File: config.mk
export PLATFORM = sky130hd
export DESIGN_NAME = reservation_station_flat
export DESIGN_NICKNAME = d
export VERILOG_FILES = /design/src/rtl/reservation_station_if.sv /design/src/rtl/reservation_station.sv /design/src/flat_wrapper.sv
export SDC_FILE = /design/constraint.sdc
export NUM_CORES = 1
export LEC_CHECK = 0
export CELL_PAD_IN_SITES_DETAIL_PLACEMENT = 0
export CELL_PAD_IN_SITES_GLOBAL_PLACEMENT = 1
export CORE_ASPECT_RATIO = 1.75
export CORE_MARGIN = 2
export CORE_UTILIZATION = 50
export DETAILED_ROUTE_END_ITERATION = 10
export PLACE_DENSITY = 0.93
export SYNTH_ARGS = -nofsm -noshare
export SYNTH_HDL_FRONTEND = slang
export SYNTH_SLANG_ARGS = --single-unit
File: constraint.sdc
create_clock -name clk -period 10.2 [get_ports clk]
set_input_delay 1.02 -clock clk [delete_from_list [all_inputs] [get_ports clk]]
set_output_delay 1.02 -clock clk [all_outputs]
set_load 0.1 [all_outputs]
File: src/rtl/reservation_station_if.sv
// Issue, CDB, flush and dispatch signals shared by the issue stage,
// the reservation station and its functional unit.
interface reservation_station_if #(
  parameter int XLEN      = 32,
  parameter int TAG_WIDTH = 8,
  parameter int OP_WIDTH  = 4
);
  logic                 issue_en;
  logic [OP_WIDTH-1:0]  issue_op;
  logic [XLEN-1:0]      issue_vj;
  logic [XLEN-1:0]      issue_vk;
  logic [TAG_WIDTH-1:0] issue_qj;
  logic [TAG_WIDTH-1:0] issue_qk;
  logic                 issue_qj_valid;
  logic                 issue_qk_valid;
  logic [TAG_WIDTH-1:0] issue_dest_tag;
  logic                 full;

  logic                 cdb_active;
  logic [XLEN-1:0]      cdb_data;
  logic [TAG_WIDTH-1:0] cdb_tag;

  logic                 flush;

  logic                 dispatch_valid;
  logic                 dispatch_ready;
  logic [OP_WIDTH-1:0]  dispatch_op;
  logic [XLEN-1:0]      dispatch_vj;
  logic [XLEN-1:0]      dispatch_vk;
  logic [TAG_WIDTH-1:0] dispatch_tag;

  // Driver side: issue stage, CDB, recovery logic and functional unit.
  modport master (
    output issue_en, issue_op, issue_vj, issue_vk, issue_qj, issue_qk,
           issue_qj_valid, issue_qk_valid, issue_dest_tag,
           cdb_active, cdb_data, cdb_tag, flush, dispatch_ready,
    input  full, dispatch_valid, dispatch_op, dispatch_vj, dispatch_vk,
           dispatch_tag
  );

  // Reservation station side.
  modport slave (
    input  issue_en, issue_op, issue_vj, issue_vk, issue_qj, issue_qk,
           issue_qj_valid, issue_qk_valid, issue_dest_tag,
           cdb_active, cdb_data, cdb_tag, flush, dispatch_ready,
    output full, dispatch_valid, dispatch_op, dispatch_vj, dispatch_vk,
           dispatch_tag
  );
endinterface

File: src/rtl/reservation_station.sv
// Tomasulo reservation station: holds issued instructions until their
// operands arrive on the CDB, then dispatches the lowest-index ready entry.
module reservation_station #(
  parameter int XLEN      = 32,
  parameter int TAG_WIDTH = 8,
  parameter int RS_SIZE   = 4,
  parameter int OP_WIDTH  = 4
) (
  input logic                   clk,
  input logic                   reset,
  reservation_station_if.slave  bus
);

  logic [RS_SIZE-1:0]   busy;
  logic [RS_SIZE-1:0]   qj_valid;
  logic [RS_SIZE-1:0]   qk_valid;
  logic [OP_WIDTH-1:0]  op_q   [RS_SIZE];
  logic [XLEN-1:0]      vj_q   [RS_SIZE];
  logic [XLEN-1:0]      vk_q   [RS_SIZE];
  logic [TAG_WIDTH-1:0] qj_q   [RS_SIZE];
  logic [TAG_WIDTH-1:0] qk_q   [RS_SIZE];
  logic [TAG_WIDTH-1:0] dest_q [RS_SIZE];

  logic [RS_SIZE-1:0]   ready;
  logic [RS_SIZE-1:0]   grant;
  logic [RS_SIZE-1:0]   free_oh;
  logic                 issue_fire;
  logic                 dispatch_fire;
  logic                 j_bypass;
  logic                 k_bypass;

  // Ready vector and one-hot lowest-index picks for dispatch and free slot.
  always_comb begin
    ready         = busy & ~qj_valid & ~qk_valid;
    grant         = ready & ~(ready - RS_SIZE'(1));
    free_oh       = ~busy & (busy + RS_SIZE'(1));
    issue_fire    = bus.issue_en && !(&busy);
    dispatch_fire = (|ready) && bus.dispatch_ready;
    j_bypass      = bus.issue_qj_valid && bus.cdb_active && (bus.issue_qj == bus.cdb_tag);
    k_bypass      = bus.issue_qk_valid && bus.cdb_active && (bus.issue_qk == bus.cdb_tag);
  end

  assign bus.full           = &busy;
  assign bus.dispatch_valid = |ready;

  // One-hot OR mux of the granted entry; all-zero when nothing is ready.
  always_comb begin
    bus.dispatch_op  = '0;
    bus.dispatch_vj  = '0;
    bus.dispatch_vk  = '0;
    bus.dispatch_tag = '0;
    for (int unsigned i = 0; i < RS_SIZE; i++) begin
      if (grant[i]) begin
        bus.dispatch_op  = bus.dispatch_op  | op_q[i];
        bus.dispatch_vj  = bus.dispatch_vj  | vj_q[i];
        bus.dispatch_vk  = bus.dispatch_vk  | vk_q[i];
        bus.dispatch_tag = bus.dispatch_tag | dest_q[i];
      end
    end
  end

  // Entry state: reset, flush, dispatch release, CDB capture and issue write.
  // Issue only targets a non-busy entry, so it never collides with capture
  // or dispatch of the same entry.
  always_ff @(posedge clk) begin
    if (!reset) begin
      busy     <= '0;
      qj_valid <= '0;
      qk_valid <= '0;
      for (int unsigned i = 0; i < RS_SIZE; i++) begin
        op_q[i]   <= '0;
        vj_q[i]   <= '0;
        vk_q[i]   <= '0;
        qj_q[i]   <= '0;
        qk_q[i]   <= '0;
        dest_q[i] <= '0;
      end
    end else if (bus.flush) begin
      busy <= '0;
    end else begin
      for (int unsigned i = 0; i < RS_SIZE; i++) begin
        if (dispatch_fire && grant[i]) begin
          busy[i] <= 1'b0;
        end
        if (busy[i] && bus.cdb_active && qj_valid[i] && (qj_q[i] == bus.cdb_tag)) begin
          vj_q[i]     <= bus.cdb_data;
          qj_valid[i] <= 1'b0;
        end
        if (busy[i] && bus.cdb_active && qk_valid[i] && (qk_q[i] == bus.cdb_tag)) begin
          vk_q[i]     <= bus.cdb_data;
          qk_valid[i] <= 1'b0;
        end
        if (issue_fire && free_oh[i]) begin
          busy[i]     <= 1'b1;
          op_q[i]     <= bus.issue_op;
          dest_q[i]   <= bus.issue_dest_tag;
          qj_q[i]     <= bus.issue_qj;
          qk_q[i]     <= bus.issue_qk;
          vj_q[i]     <= j_bypass ? bus.cdb_data : bus.issue_vj;
          vk_q[i]     <= k_bypass ? bus.cdb_data : bus.issue_vk;
          qj_valid[i] <= bus.issue_qj_valid && !j_bypass;
          qk_valid[i] <= bus.issue_qk_valid && !k_bypass;
        end
      end
    end
  end

endmodule

File: src/flat_wrapper.sv
// flat-port wrapper written by rule: the top's interface ports become plain ports
module reservation_station_flat 
#(
  parameter int XLEN      = 32,
  parameter int TAG_WIDTH = 8,
  parameter int RS_SIZE   = 4,
  parameter int OP_WIDTH  = 4
)
  (clk, reset, bus_issue_en, bus_issue_op, bus_issue_vj, bus_issue_vk, bus_issue_qj, bus_issue_qk, bus_issue_qj_valid, bus_issue_qk_valid, bus_issue_dest_tag, bus_cdb_active, bus_cdb_data, bus_cdb_tag, bus_flush, bus_dispatch_ready, bus_full, bus_dispatch_valid, bus_dispatch_op, bus_dispatch_vj, bus_dispatch_vk, bus_dispatch_tag);
  reservation_station_if #(.XLEN(XLEN), .TAG_WIDTH(TAG_WIDTH), .OP_WIDTH(OP_WIDTH)) bus_i ();
  input logic clk;
  input logic reset;
  input wire logic [$bits(bus_i.issue_en)-1:0] bus_issue_en;
  input wire logic [$bits(bus_i.issue_op)-1:0] bus_issue_op;
  input wire logic [$bits(bus_i.issue_vj)-1:0] bus_issue_vj;
  input wire logic [$bits(bus_i.issue_vk)-1:0] bus_issue_vk;
  input wire logic [$bits(bus_i.issue_qj)-1:0] bus_issue_qj;
  input wire logic [$bits(bus_i.issue_qk)-1:0] bus_issue_qk;
  input wire logic [$bits(bus_i.issue_qj_valid)-1:0] bus_issue_qj_valid;
  input wire logic [$bits(bus_i.issue_qk_valid)-1:0] bus_issue_qk_valid;
  input wire logic [$bits(bus_i.issue_dest_tag)-1:0] bus_issue_dest_tag;
  input wire logic [$bits(bus_i.cdb_active)-1:0] bus_cdb_active;
  input wire logic [$bits(bus_i.cdb_data)-1:0] bus_cdb_data;
  input wire logic [$bits(bus_i.cdb_tag)-1:0] bus_cdb_tag;
  input wire logic [$bits(bus_i.flush)-1:0] bus_flush;
  input wire logic [$bits(bus_i.dispatch_ready)-1:0] bus_dispatch_ready;
  output wire logic [$bits(bus_i.full)-1:0] bus_full;
  output wire logic [$bits(bus_i.dispatch_valid)-1:0] bus_dispatch_valid;
  output wire logic [$bits(bus_i.dispatch_op)-1:0] bus_dispatch_op;
  output wire logic [$bits(bus_i.dispatch_vj)-1:0] bus_dispatch_vj;
  output wire logic [$bits(bus_i.dispatch_vk)-1:0] bus_dispatch_vk;
  output wire logic [$bits(bus_i.dispatch_tag)-1:0] bus_dispatch_tag;
  assign bus_i.issue_en = bus_issue_en;
  assign bus_i.issue_op = bus_issue_op;
  assign bus_i.issue_vj = bus_issue_vj;
  assign bus_i.issue_vk = bus_issue_vk;
  assign bus_i.issue_qj = bus_issue_qj;
  assign bus_i.issue_qk = bus_issue_qk;
  assign bus_i.issue_qj_valid = bus_issue_qj_valid;
  assign bus_i.issue_qk_valid = bus_issue_qk_valid;
  assign bus_i.issue_dest_tag = bus_issue_dest_tag;
  assign bus_i.cdb_active = bus_cdb_active;
  assign bus_i.cdb_data = bus_cdb_data;
  assign bus_i.cdb_tag = bus_cdb_tag;
  assign bus_i.flush = bus_flush;
  assign bus_i.dispatch_ready = bus_dispatch_ready;
  assign bus_full = bus_i.full;
  assign bus_dispatch_valid = bus_i.dispatch_valid;
  assign bus_dispatch_op = bus_i.dispatch_op;
  assign bus_dispatch_vj = bus_i.dispatch_vj;
  assign bus_dispatch_vk = bus_i.dispatch_vk;
  assign bus_dispatch_tag = bus_i.dispatch_tag;
  reservation_station #(.XLEN(XLEN), .TAG_WIDTH(TAG_WIDTH), .RS_SIZE(RS_SIZE), .OP_WIDTH(OP_WIDTH)) u_core (.clk(clk), .reset(reset), .bus(bus_i));
endmodule
### After elaboration in Yosys (flattened, before gate mapping)

Memory sizes are Yosys's and may differ from the RTL's.
Index checks and enable logic that the tools add are counted.

| word-level totals | value |
|---|---|
| flip-flop bits (word level) | 12 |
| bits in writable memories | 368 |
| logic and storage cells | 269 |
| memories kept | 6 |

Memory list:

| memory | words | width | rd ports | clocked after memory_dff | wr ports | RTL line | source |
|---|---|---|---|---|---|---|---|
| u_core.vj_q | 4 | 32 | 4 | 0 | 4 | reservation_station.sv:18 | `logic [XLEN-1:0] vj_q [RS_SIZE];` |
| u_core.vk_q | 4 | 32 | 4 | 0 | 4 | reservation_station.sv:19 | `logic [XLEN-1:0] vk_q [RS_SIZE];` |
| u_core.dest_q | 4 | 8 | 4 | 0 | 4 | reservation_station.sv:22 | `logic [TAG_WIDTH-1:0] dest_q [RS_SIZE];` |
| u_core.qj_q | 4 | 8 | 4 | 0 | 4 | reservation_station.sv:20 | `logic [TAG_WIDTH-1:0] qj_q [RS_SIZE];` |
| u_core.qk_q | 4 | 8 | 4 | 0 | 4 | reservation_station.sv:21 | `logic [TAG_WIDTH-1:0] qk_q [RS_SIZE];` |
| u_core.op_q | 4 | 4 | 4 | 0 | 4 | reservation_station.sv:17 | `logic [OP_WIDTH-1:0] op_q [RS_SIZE];` |

| cells by class | value |
|---|---|
| add/sub/neg operators | 2 |
| equal/unequal tests | 10 |
| muxes and demuxes | 123 |
| bitwise gates (word level) | 54 |
| reduce and logical (&&, ||, !) cells | 62 |

Operator list:

| operator | count |
|---|---|
| two-way mux 32 bit | 26 |
| OR 32 bit | 6 |
| two-way mux 8 bit | 16 |
| == test 8 bit | 10 |
| two-way mux 1 bit | 73 |
| logical AND 1 bit | 36 |
| two-way mux 4 bit | 8 |
| OR 1 bit | 32 |
| OR 8 bit | 3 |
| nonzero test 2 bit | 12 |
| AND 4 bit | 4 |
| NOT 4 bit | 4 |
| AND reduction 2 bit | 8 |
| OR 4 bit | 3 |
| adder 4 x 1 -> 4 bit (second input constant) | 1 |
| AND reduction 4 bit | 1 |
| OR reduction 4 bit | 1 |
| subtractor 4 x 1 -> 4 bit (second input constant) | 1 |
| logical NOT 1 bit | 3 |
| NOT 1 bit | 2 |
| OR reduction 2 bit | 1 |

### Logic depth before layout (Yosys ltp)

Gate-level depths: netlist of run 1.

| logic depth | value |
|---|---|
| word-level depth | 13 |
| mapped depth | 8 |
| depth with buffers taken out | 5 |

### Worst setup path before layout of run 1

OpenSTA, ideal clock, no wires.

| timing | value |
|---|---|
| kind | input port to flip-flop |
| start | in bus_flush |
| end | mem u_core.vj_q[0][0], enable pin |
| library setup time | 0.387 ns |
| arrival time | 4.195 ns |
| data required time | 9.813 ns |
| setup slack | 5.619 ns |
| cell stages on the path | 4 |
| cell sequence | nand2b_1 o21ai_0 a21oi_1 inv_1 |

RTL lines:

| element | RTL line | source |
|---|---|---|
| start, declared | flat_wrapper.sv:25 | `input wire logic [$bits(bus_i.flush)-1:0] bus_flush;` |
| end, declared | reservation_station.sv:18 |  |

### Worst setup path after layout of run 1

| timing | value |
|---|---|
| start | reg u_core.busy[0] |
| end | out bus_dispatch_vj[23] |

| on the way | value |
|---|---|
| cells in the longest elaborated chain, start to end | 12 |

Ends and longest elaborated chain:

| element | RTL line | source |
|---|---|---|
| start, declared | reservation_station.sv:14 | `logic [RS_SIZE-1:0] busy;` |
| start signal, assigned | reservation_station.sv:67 | `busy <= '0;` |
| start signal, assigned | reservation_station.sv:79 | `busy <= '0;` |
| start signal, assigned by index | reservation_station.sv:83 | `busy[i] <= 1'b0;` |
| AND 4 bit (*) (2 in series) | reservation_station.sv:34 | `ready = busy & ~qj_valid & ~qk_valid;` |
| subtractor 4 x 1 -> 4 bit | reservation_station.sv:35 | `grant = ready & ~(ready - RS_SIZE'(1));` |
| NOT 4 bit | reservation_station.sv:35 |  |
| AND 4 bit (*) | reservation_station.sv:35 |  |
| two-way mux 32 bit | reservation_station.sv:53 | `if (grant[i]) begin` |
| OR 32 bit | reservation_station.sv:55 | `bus.dispatch_vj = bus.dispatch_vj \| vj_q[i];` |
| two-way mux 32 bit | reservation_station.sv:53 |  |
| OR 32 bit | reservation_station.sv:55 |  |
| two-way mux 32 bit | reservation_station.sv:53 |  |
| OR 32 bit | reservation_station.sv:55 |  |
| two-way mux 32 bit (*) | reservation_station.sv:53 |  |
| end, declared | flat_wrapper.sv:30 | `output wire logic [$bits(bus_i.dispatch_vj)-1:0] bus_dispatch_vj;` |

Mark *: on every way between the ends. The rest lies on a longest branch, timed or not.

==> impl_metrics.yaml, run 1 <==
yosys:
  avgSynthCellArea_um2: 13.4
  synth_top_cell_by_area: "edfxtp_1"
  synth_cell_type_count: 51
  yosysWarningCount: 0
  synth-seq-area-share_pct: 62.2
  synthArstFlopShare_pct: 0
  synthTopCellsByArea: "edfxtp_1 61%, a22o_1 12%, a221o_1 4.2%"
  synth.net_count: 1489
  synth_cells: 1349
  synth-edff-count: 368
  ys_top_cells_by_count: "368 x edfxtp_1, 257 x a22o_1, 95 x nor2_1"
  synth_most_common_cell: "edfxtp_1"
  ys.flop_type: "edfxtp_1"
  synth_area_um2: 18100
  yosysTopAreaCellShare_pct: 60.9
  ys_ff_latch: 380
grt:
  grtUsageTotal_pct: 27.6
  grt_overflow_total: 0
  grt_pass1_vias: 13200
  grt_max_degree: 119
  grt_pass1_wl_mm: 79.1
  antenna_found_initial: 11
place:
  portBuffers: 217
  place_area_um2: 20500
  routabilityCongestion: 0.868
  dp_hpwl_mm: 34.8
die:
  die-height_um: 256
  fp.dieW_um: 148
  row_count: 92
  die-area_um2: 37900
  io_pins: 218
  coreArea_um2: 35900
  initial_utilization_pct: 50.5
sta:
  report.final.slew_viol_count: 0
  tightest_slew_ns: 1.30
  hold_viol: 0
  slew_headroom_pct: 13.3
  timing.final.crit_share_pct: 57.2
  fin_tns_setup_ns: 0
  period_needed_ns: 5.83
  setup_viol: 0
  rsz0062_at_grt: "false"
  skew_ns: 0.0204
  max_freq_mhz: 172
pwr:
  p_switching_w: 0.000809
  pwr-share-seq_pct: 53.9
  pwr-share-comb_pct: 10.1
  peakVddDrop_v: 0.000144
  power.internal_w: 0.00254
  switching_share_pct: 24.1
  clockPowerShare_pct: 36.0
  leakage_nw: 7.71
  powerDensity_nw_per_um2: 156
detailed_routing:
  routed_wl_mm: 53.4
  vias: 12900
  via_per_inst: 6.55
  drtAntennaViolNets: 0
  drt_iter0_drc: 1266
  drt_pass1_iterations: 6
  avgRoutedWirePerCell_um: 27.1
  drc_errors: 0
job:
  cap_viol_max_count: 0
outcome:
  outcome: "completed"
layout:
  nNetsFinal: 1610
  design_area_um2: 21500
  nFillCells: 2870
  area_delta_synth_final_pct: 18.6
  layout-drive-gt1-share_pct: 6.43
  seqCellArea_um2: 11300
  multiInputGateArea_um2: 6300
clock_network:
  cts-root-buf: "clkbuf_16"
  clkTransAtPathRegs_ns: 0.07
  cts_setup_buffers: 0
  holdBufCountCts: 0
  cts_max_path_buffers: 3
  h-tree-depth: 2
  clock_latency_ns: 0.53
  clkSinkCount: 380
  cts_buffers: 34
  cts_tree: "yes"
  post_cts_resized: 0
worst_hold_path:
  min_path_type: "reg -> reg"
  min_path_cells: 2
critical_path:
  r2r_slack_ns: 6.84
  worst_setup_path_start_kind: "flip-flop"
  critPathRequiredTime_ns: 9.18
  cp-end-kind: "output pin"
  criticalPathCategory: "reg -> out"
  rr_worst_depth: 5
  cp_max_fo: 118
  worstPathArrival_ns: 4.81
## cell families (layout without fill, tap and decap cells)
group | Yosys count | count (layout) | synth area share [%]
simple gates | 302 | 302 | 8.99
buf+inv | 156 | 299 | 4.21
xor+xnor | 80 | 80 | 3.86
other cells | 0 | 7 | 0
flops | 380 | 380 | 62.2
compound gates | 431 | 431 | 20.7
## through the flow
stage                     setup slack (ns)  instances  utilization, %  hold slack, ns  total power (W)
final                                 4.37       1969            59.9           0.518          0.00335
after global routing                  4.26       1968            59.9           0.524          0.00344
after CTS                             4.48       1962            59.9           0.509          0.00336
after detailed placement              5.03       1904            57.1           0.499          0.00218
after global placement                5.13       1904            57.1           0.486          0.00217
after floorplan                       5.62       1349               -           0.464          0.00202
## metal layers
metal  global-route usage (%)  wire length, µm  part of all wire, %  vias up
met5                        0               55                 0.10        -
met4                     16.5             3100                  5.8        8
met3                     4.17             3950                  7.4      169
met2                     49.5            28200                   53      694
met1                     30.6            18100                   34     6412
li1                         -                -                    -     5609
## state kept, by name, indices dropped and copies added, names as in the netlist
register,count
u_core.qj_q,32
u_core.busy,4
u_core.op_q,16
u_core.qk_valid,4
u_core.qk_q,32
u_core.qj_valid,4
u_core.vk_q,128
u_core.vj_q,128
u_core.dest_q,32
## worst max-delay path: stages (launching register included)
cell	delay, ns
dfxtp_1	0.63
nor3b_2	0.45
buf_4	0.45
buf_4	0.93
nor2_1	0.30
a221o_1	0.35
clkdlybuf4s50_1	0.97
## placed cells by master (no fill, tap or decap), types with 4 or more instances in the layout
cell,n
a221o_1,76
a22o_1,257
a22oi_1,76
and2_1,85
and3_1,34
buf_4,17
clkbuf_1,11
clkbuf_16,35
clkdlybuf4s50_1,217
clkinv_1,7
dfxtp_1,12
diode_2,7
edfxtp_1,368
inv_1,6
nand2_1,18
nand3_1,16
nand4_1,11
nor2_1,85
nor2_4,9
nor3_1,4
nor4_1,5
o22ai_1,5
or3_1,6
xnor2_1,31
xor2_1,49
## area by class of cell
cell class,instances,share of cell area [%]
sequential,380,52.5
multi-input combinational,813,29.3
timing repair buffer,234,10.7
clock buffer,46,4.26
tap,470,2.73
clock inverter,12,0.407
inverter,7,0.122
antenna,7,0.0814
## final timing paths
path / to / startpoint
hold reg to reg: u_core.qj_valid[3] / u_core.qj_valid[3]
setup reg to reg: u_core.vj_q[3][24] / u_core.busy[0]
setup / recovery: bus_dispatch_vj[23] / u_core.busy[0]
hold / removal: u_core.qj_valid[3] / u_core.qj_valid[3]
## power by group through the flow
stage	Sequential [W]	Combinational (W)	Clock, W
6_report	0.00181	0.000338	0.00121
3_5_place_dp	0.00184	0.000336	0
5_1_grt	0.00181	0.000353	0.00128
3_3_place_gp	0.00184	0.000330	0
4_1_cts	0.00181	0.000337	0.00122
2_1_floorplan	0.00183	0.000194	0
Note: power is estimated with default switching activity, not from simulation.
==> run 2, diff against run 1 <==
--- a/config.mk
+++ b/config.mk
@@ -9,9 +9,9 @@
 export CELL_PAD_IN_SITES_GLOBAL_PLACEMENT = 1
 export CORE_ASPECT_RATIO = 1.75
 export CORE_MARGIN = 2
-export CORE_UTILIZATION = 50
+export CORE_UTILIZATION = 42
 export DETAILED_ROUTE_END_ITERATION = 10
-export PLACE_DENSITY = 0.93
+export PLACE_DENSITY = 0.84
 export SYNTH_ARGS = -nofsm -noshare
 export SYNTH_HDL_FRONTEND = slang
 export SYNTH_SLANG_ARGS = --single-unit
==> constraint.sdc (replaced) <==
create_clock -name clk -period 4.9 [get_ports clk]
set_input_delay 0.49 -clock clk [delete_from_list [all_inputs] [get_ports clk]]
set_output_delay 0.49 -clock clk [all_outputs]
set_load 0.1 [all_outputs]
==> impl_metrics.yaml, run 2 (synthesized netlist as in run 1, its figures left out) <==
detailed_routing:
  drt_iter0_drc: 1100
  avgRoutedWirePerCell_um: 26.8
  drt_pass1_iterations: 5
  via_per_inst: 6.18
  routed_wl_mm: 55.6
  vias: 12800
  drc_errors: 0
  drtAntennaViolNets: 0
clock_network:
  cts_max_path_buffers: 3
  post_cts_resized: 0
  cts_buffers: 35
  clock_latency_ns: 0.54
  clkTransAtPathRegs_ns: 0.06
  cts_setup_buffers: 0
  clkSinkCount: 380
  cts_tree: "yes"
  cts-root-buf: "clkbuf_16"
  holdBufCountCts: 0
  h-tree-depth: 2
sta:
  hold_viol: 0
  rsz0062_at_grt: "false"
  skew_ns: 0.0151
  slew_headroom_pct: 18.5
  setup_viol: 0
  report.final.slew_viol_count: 0
  tightest_slew_ns: 1.22
  period_needed_ns: 4.05
  max_freq_mhz: 247
  timing.final.crit_share_pct: 82.6
  fin_tns_setup_ns: 0
critical_path:
  worstPathArrival_ns: 3.56
  worst_setup_path_start_kind: "flip-flop"
  crit_buf_inv: 3
  critPathRequiredTime_ns: 4.41
  criticalPathCategory: "reg -> out"
  cp_common_cell: "buf_4"
  r2r-start: "u_core.busy[0]"
  cp_cell_sequence: "nor3b_2 -> buf_4 -> buf_4 -> nor2_1 -> a221o_1 -> buf_4"
  cp_max_fo: 65
  cp-end-kind: "output pin"
  cp_top_family: "buffers and inverters"
  rr_worst_depth: 4
  max_stage_delay_ns: 0.63
  critPathLaunch: "u_core.busy[0]"
  slowest_stage: "dfxtp_1"
  path_depth: 6
  crit_end: "bus_dispatch_vj[26]"
  r2r_slack_ns: 1.76
  r2r-end: "u_core.vk_q[2][30]"
die:
  row_count: 100
  io_pins: 218
  die-height_um: 279
  die-area_um2: 44900
  fp.dieW_um: 161
  coreArea_um2: 42500
  initial_utilization_pct: 42.6
layout:
  nFillCells: 3703
  nNetsFinal: 1624
  stdcell_count: 2073
  layout-drive-gt1-share_pct: 12.8
  area_delta_synth_final_pct: 19.3
  layout_commonest_cell: "edfxtp_1"
  top_regs: "u_core.vj_q (128), u_core.vk_q (128)"
  final_cell_mix: "368 x edfxtp_1, 257 x a22o_1, 141 x clkdlybuf4s50_1"
place:
  place_inst: 2008
  routabilityCongestion: 0.886
  portBuffers: 217
  dp_hpwl_mm: 35.5
grt:
  grt_pass1_vias: 13300
  antenna_found_initial: 9
  grt_max_degree: 66
  grt_pass1_wl_mm: 81.7
  grtUsageTotal_pct: 24.3
  grt_overflow_total: 0
pwr:
  power_w: 0.00708
  peakVddDrop_v: 0.000205
  powerDensity_nw_per_um2: 327
  leakage_nw: 7.98
worst_hold_path:
  min_path_type: "reg -> reg"
  min_path_cells: 2
job:
  cap_viol_max_count: 0
outcome:
  outcome: "completed"
==> run 2: layer usage <==
metal / GRT usage (%) / wire (µm) / share of wire, %
met5: 0 / 91 / 0.16
met2: 44.4 / 29800 / 54
met3: 3.92 / 3710 / 6.7
met4: 12.3 / 2640 / 4.8
met1: 27.2 / 19300 / 35
==> run 2: worst reg2reg max path, delay by kind of cell, from the launching register on <==
family | cells | cell delay [ns]
AO/OA/AOI/OAI | 1 | 0.84
flip-flops | 1 | 0.63
AND/OR/NAND/NOR | 3 | 1.25
==> run 2: layout make-up <==
cell class	count	area [µm²]	share of cell area, %
Clock buffer	41	930	4.30
Clock inverter	21	144	0.665
Multi-Input combinational cell	813	6300	29.1
Inverter	7	26.3	0.121
Tap cell	561	702	3.24
Sequential cell	380	11300	52.2
Antenna cell	3	7.51	0.0347
Timing Repair Buffer	247	2240	10.4
==> run 2: per-stage QoR <==
| stage | hold slack, ns | setup WS [ns] | instance area [µm²] | util (%) |
|---|---|---|---|---|
| 6_report | 0.518 | 0.853 | 21600 | 50.9 |
| 5_1_grt | 0.525 | 0.711 | 21600 | 50.9 |
| 4_1_cts | 0.514 | 0.877 | 21600 | 50.9 |
| 3_5_place_dp | 0.496 | 1.08 | 20600 | 48.3 |
| 3_3_place_gp | 0.487 | 1.10 | 20600 | 48.3 |
| 2_1_floorplan | 0.464 | 0.849 | 18100 | - |
==> run 2: how the worst min path moves through the flow <==
stage,start,end
after global placement,u_core.qk_valid[0],u_core.qk_valid[0]
after floorplan,u_core.qk_valid[0],u_core.qk_valid[0]
after detailed placement,u_core.qk_valid[0],u_core.qk_valid[0]
after CTS,u_core.qk_valid[0],u_core.qk_valid[0]
after global routing,u_core.qk_valid[0],u_core.qk_valid[0]
final,u_core.qk_valid[0],u_core.qk_valid[0]
==> run 2: power by group <==
part | total [W] | internal [W] | switching [W] | leakage, nW
Clock | 0.00262 | 0.00142 | 0.00120 | 0.530
Combinational | 0.000709 | 0.000218 | 0.000491 | 3.52
Sequential | 0.00375 | 0.00370 | 0.0000472 | 3.93
==> run 3, diff against run 2 <==
--- a/config.mk
+++ b/config.mk
@@ -9,9 +9,9 @@
 export CELL_PAD_IN_SITES_GLOBAL_PLACEMENT = 1
 export CORE_ASPECT_RATIO = 1.75
 export CORE_MARGIN = 2
-export CORE_UTILIZATION = 42
+export CORE_UTILIZATION = 46
 export DETAILED_ROUTE_END_ITERATION = 10
-export PLACE_DENSITY = 0.84
+export PLACE_DENSITY = 0.87
 export SYNTH_ARGS = -nofsm -noshare
 export SYNTH_HDL_FRONTEND = slang
 export SYNTH_SLANG_ARGS = --single-unit
==> constraint.sdc (replaced) <==
create_clock -name clk -period 3.8 [get_ports clk]
set_input_delay 0.38 -clock clk [delete_from_list [all_inputs] [get_ports clk]]
set_output_delay 0.38 -clock clk [all_outputs]
set_load 0.1 [all_outputs]
==> impl_metrics.yaml, run 3 (synthesized netlist as in run 1, its figures left out) <==
outcome:
  outcome: "completed"
critical_path:
  critPathRequiredTime_ns: 3.42
  worst_setup_path_start_kind: "flip-flop"
  cp-end-kind: "output pin"
  worstPathArrival_ns: 2.95
  cp_max_fo: 31
  criticalPathCategory: "reg -> out"
clock_network:
  h-tree-depth: 2
  cts_buffers: 34
  holdBufCountCts: 0
  post_cts_resized: 0
  cts_tree: "yes"
  clkTransAtPathRegs_ns: 0.07
  clock_latency_ns: 0.54
  cts_setup_buffers: 0
  cts_max_path_buffers: 3
  clkSinkCount: 380
  cts-root-buf: "clkbuf_16"
pwr:
  p_switching_w: 0.00220
  peakVddDrop_v: 0.000403
  leakage_nw: 8.14
  pwr-share-seq_pct: 52.2
  clockPowerShare_pct: 37.6
  pwr-share-comb_pct: 10.2
  powerDensity_nw_per_um2: 423
  switching_share_pct: 23.8
  power.internal_w: 0.00706
place:
  dp_hpwl_mm: 34.6
  routabilityCongestion: 0.893
  portBuffers: 217
  place_inst: 1958
sta:
  tightest_slew_ns: 1.14
  slew_headroom_pct: 24.1
  period_needed_ns: 3.33
  timing.hold.ws_ns: 0.520
  timing.final.crit_share_pct: 87.7
  skew_ns: 0.0173
  setup_viol: 0
  max_freq_mhz: 300
  report.final.slew_viol_count: 0
  hold_viol: 0
  rsz0062_at_grt: "false"
  fin_tns_setup_ns: 0
layout:
  layout-drive-gt1-share_pct: 13.9
  top_regs: "u_core.vj_q (128), u_core.vk_q (128)"
  nFillCells: 3189
  area_delta_synth_final_pct: 20.7
  nNetsFinal: 1644
  fin_util_pct: 56.1
  final_cell_mix: "368 x edfxtp_1, 257 x a22o_1, 140 x clkdlybuf4s50_1"
  stdcell_count: 2021
  layout_commonest_cell: "edfxtp_1"
detailed_routing:
  drt_pass1_iterations: 5
  routed_wl_mm: 53.9
  drc_errors: 0
  drt_iter0_drc: 1011
  vias: 12900
  drtAntennaViolNets: 0
  via_per_inst: 6.38
  avgRoutedWirePerCell_um: 26.7
die:
  initial_utilization_pct: 46.5
  die-area_um2: 41100
  die-height_um: 267
  coreArea_um2: 39000
  io_pins: 218
  row_count: 96
  fp.dieW_um: 154
worst_hold_path:
  min_path_type: "reg -> reg"
grt:
  grt_pass1_vias: 13200
  grt_max_degree: 135
  antenna_found_initial: 6
  grt_pass1_wl_mm: 78.8
  grtUsageTotal_pct: 25.8
  grt_overflow_total: 0
job:
  cap_viol_max_count: 0
==> run 3: critical path, stage by stage (launching register included) <==
cell and delay, ns:
dfxtp_1 0.44, inv_1 0.09, or3_1 0.43, nor4_4 0.36, buf_4 0.45, a221o_1 0.30
buf_4 0.32
==> run 3: power groups by stage <==
stage | Sequential, W | Combinational (W) | Clock [W]
global placement | 0.00491 | 0.000932 | 0
detailed placement | 0.00492 | 0.000946 | 0
finish | 0.00483 | 0.000947 | 0.00348
global route | 0.00484 | 0.000990 | 0.00367
CTS | 0.00483 | 0.000948 | 0.00351
floorplan | 0.00490 | 0.000520 | 0
==> run 3: layer usage <==
metal / global-route usage [%] / vias to the layer above / routed length (µm)
li1: - / 5683 / -
met1: 28.2 / 6429 / 18200
met2: 47.6 / 621 / 28800
met3: 3.75 / 155 / 3680
met4: 14.1 / 4 / 3110
met5: 0 / - / 28
==> run 3: final timing paths <==
kind,cells past startpoint,from,end,slack (ns)
setup / recovery,6,u_core.busy[3],bus_dispatch_vk[28],0.47
setup reg to reg,4,u_core.busy[0],u_core.vk_q[3][3],1.08
hold / removal,2,u_core.qk_valid[0],u_core.qk_valid[0],0.52
hold reg to reg,2,u_core.qk_valid[0],u_core.qk_valid[0],0.52
==> run 3: cell type report <==
class / instances / area (µm²) / share of cell area, %
Clock inverter: 15 / 149 / 0.680
Inverter: 7 / 26.3 / 0.120
Tap cell: 490 / 613 / 2.80
Multi-Input combinational cell: 813 / 6300 / 28.7
Timing Repair Buffer: 268 / 2560 / 11.7
Antenna cell: 4 / 10.0 / 0.0457
Clock buffer: 44 / 952 / 4.35
Sequential cell: 380 / 11300 / 51.6
==> run 3: stage by stage <==
step	total power (W)	instance area, µm²	setup slack [ns]
floorplan	0.00542	18100	0.671
global route	0.00950	21900	0.374
detailed placement	0.00587	20800	0.453
CTS	0.00929	21900	0.491
global placement	0.00584	20800	0.524
finish	0.00926	21900	0.468
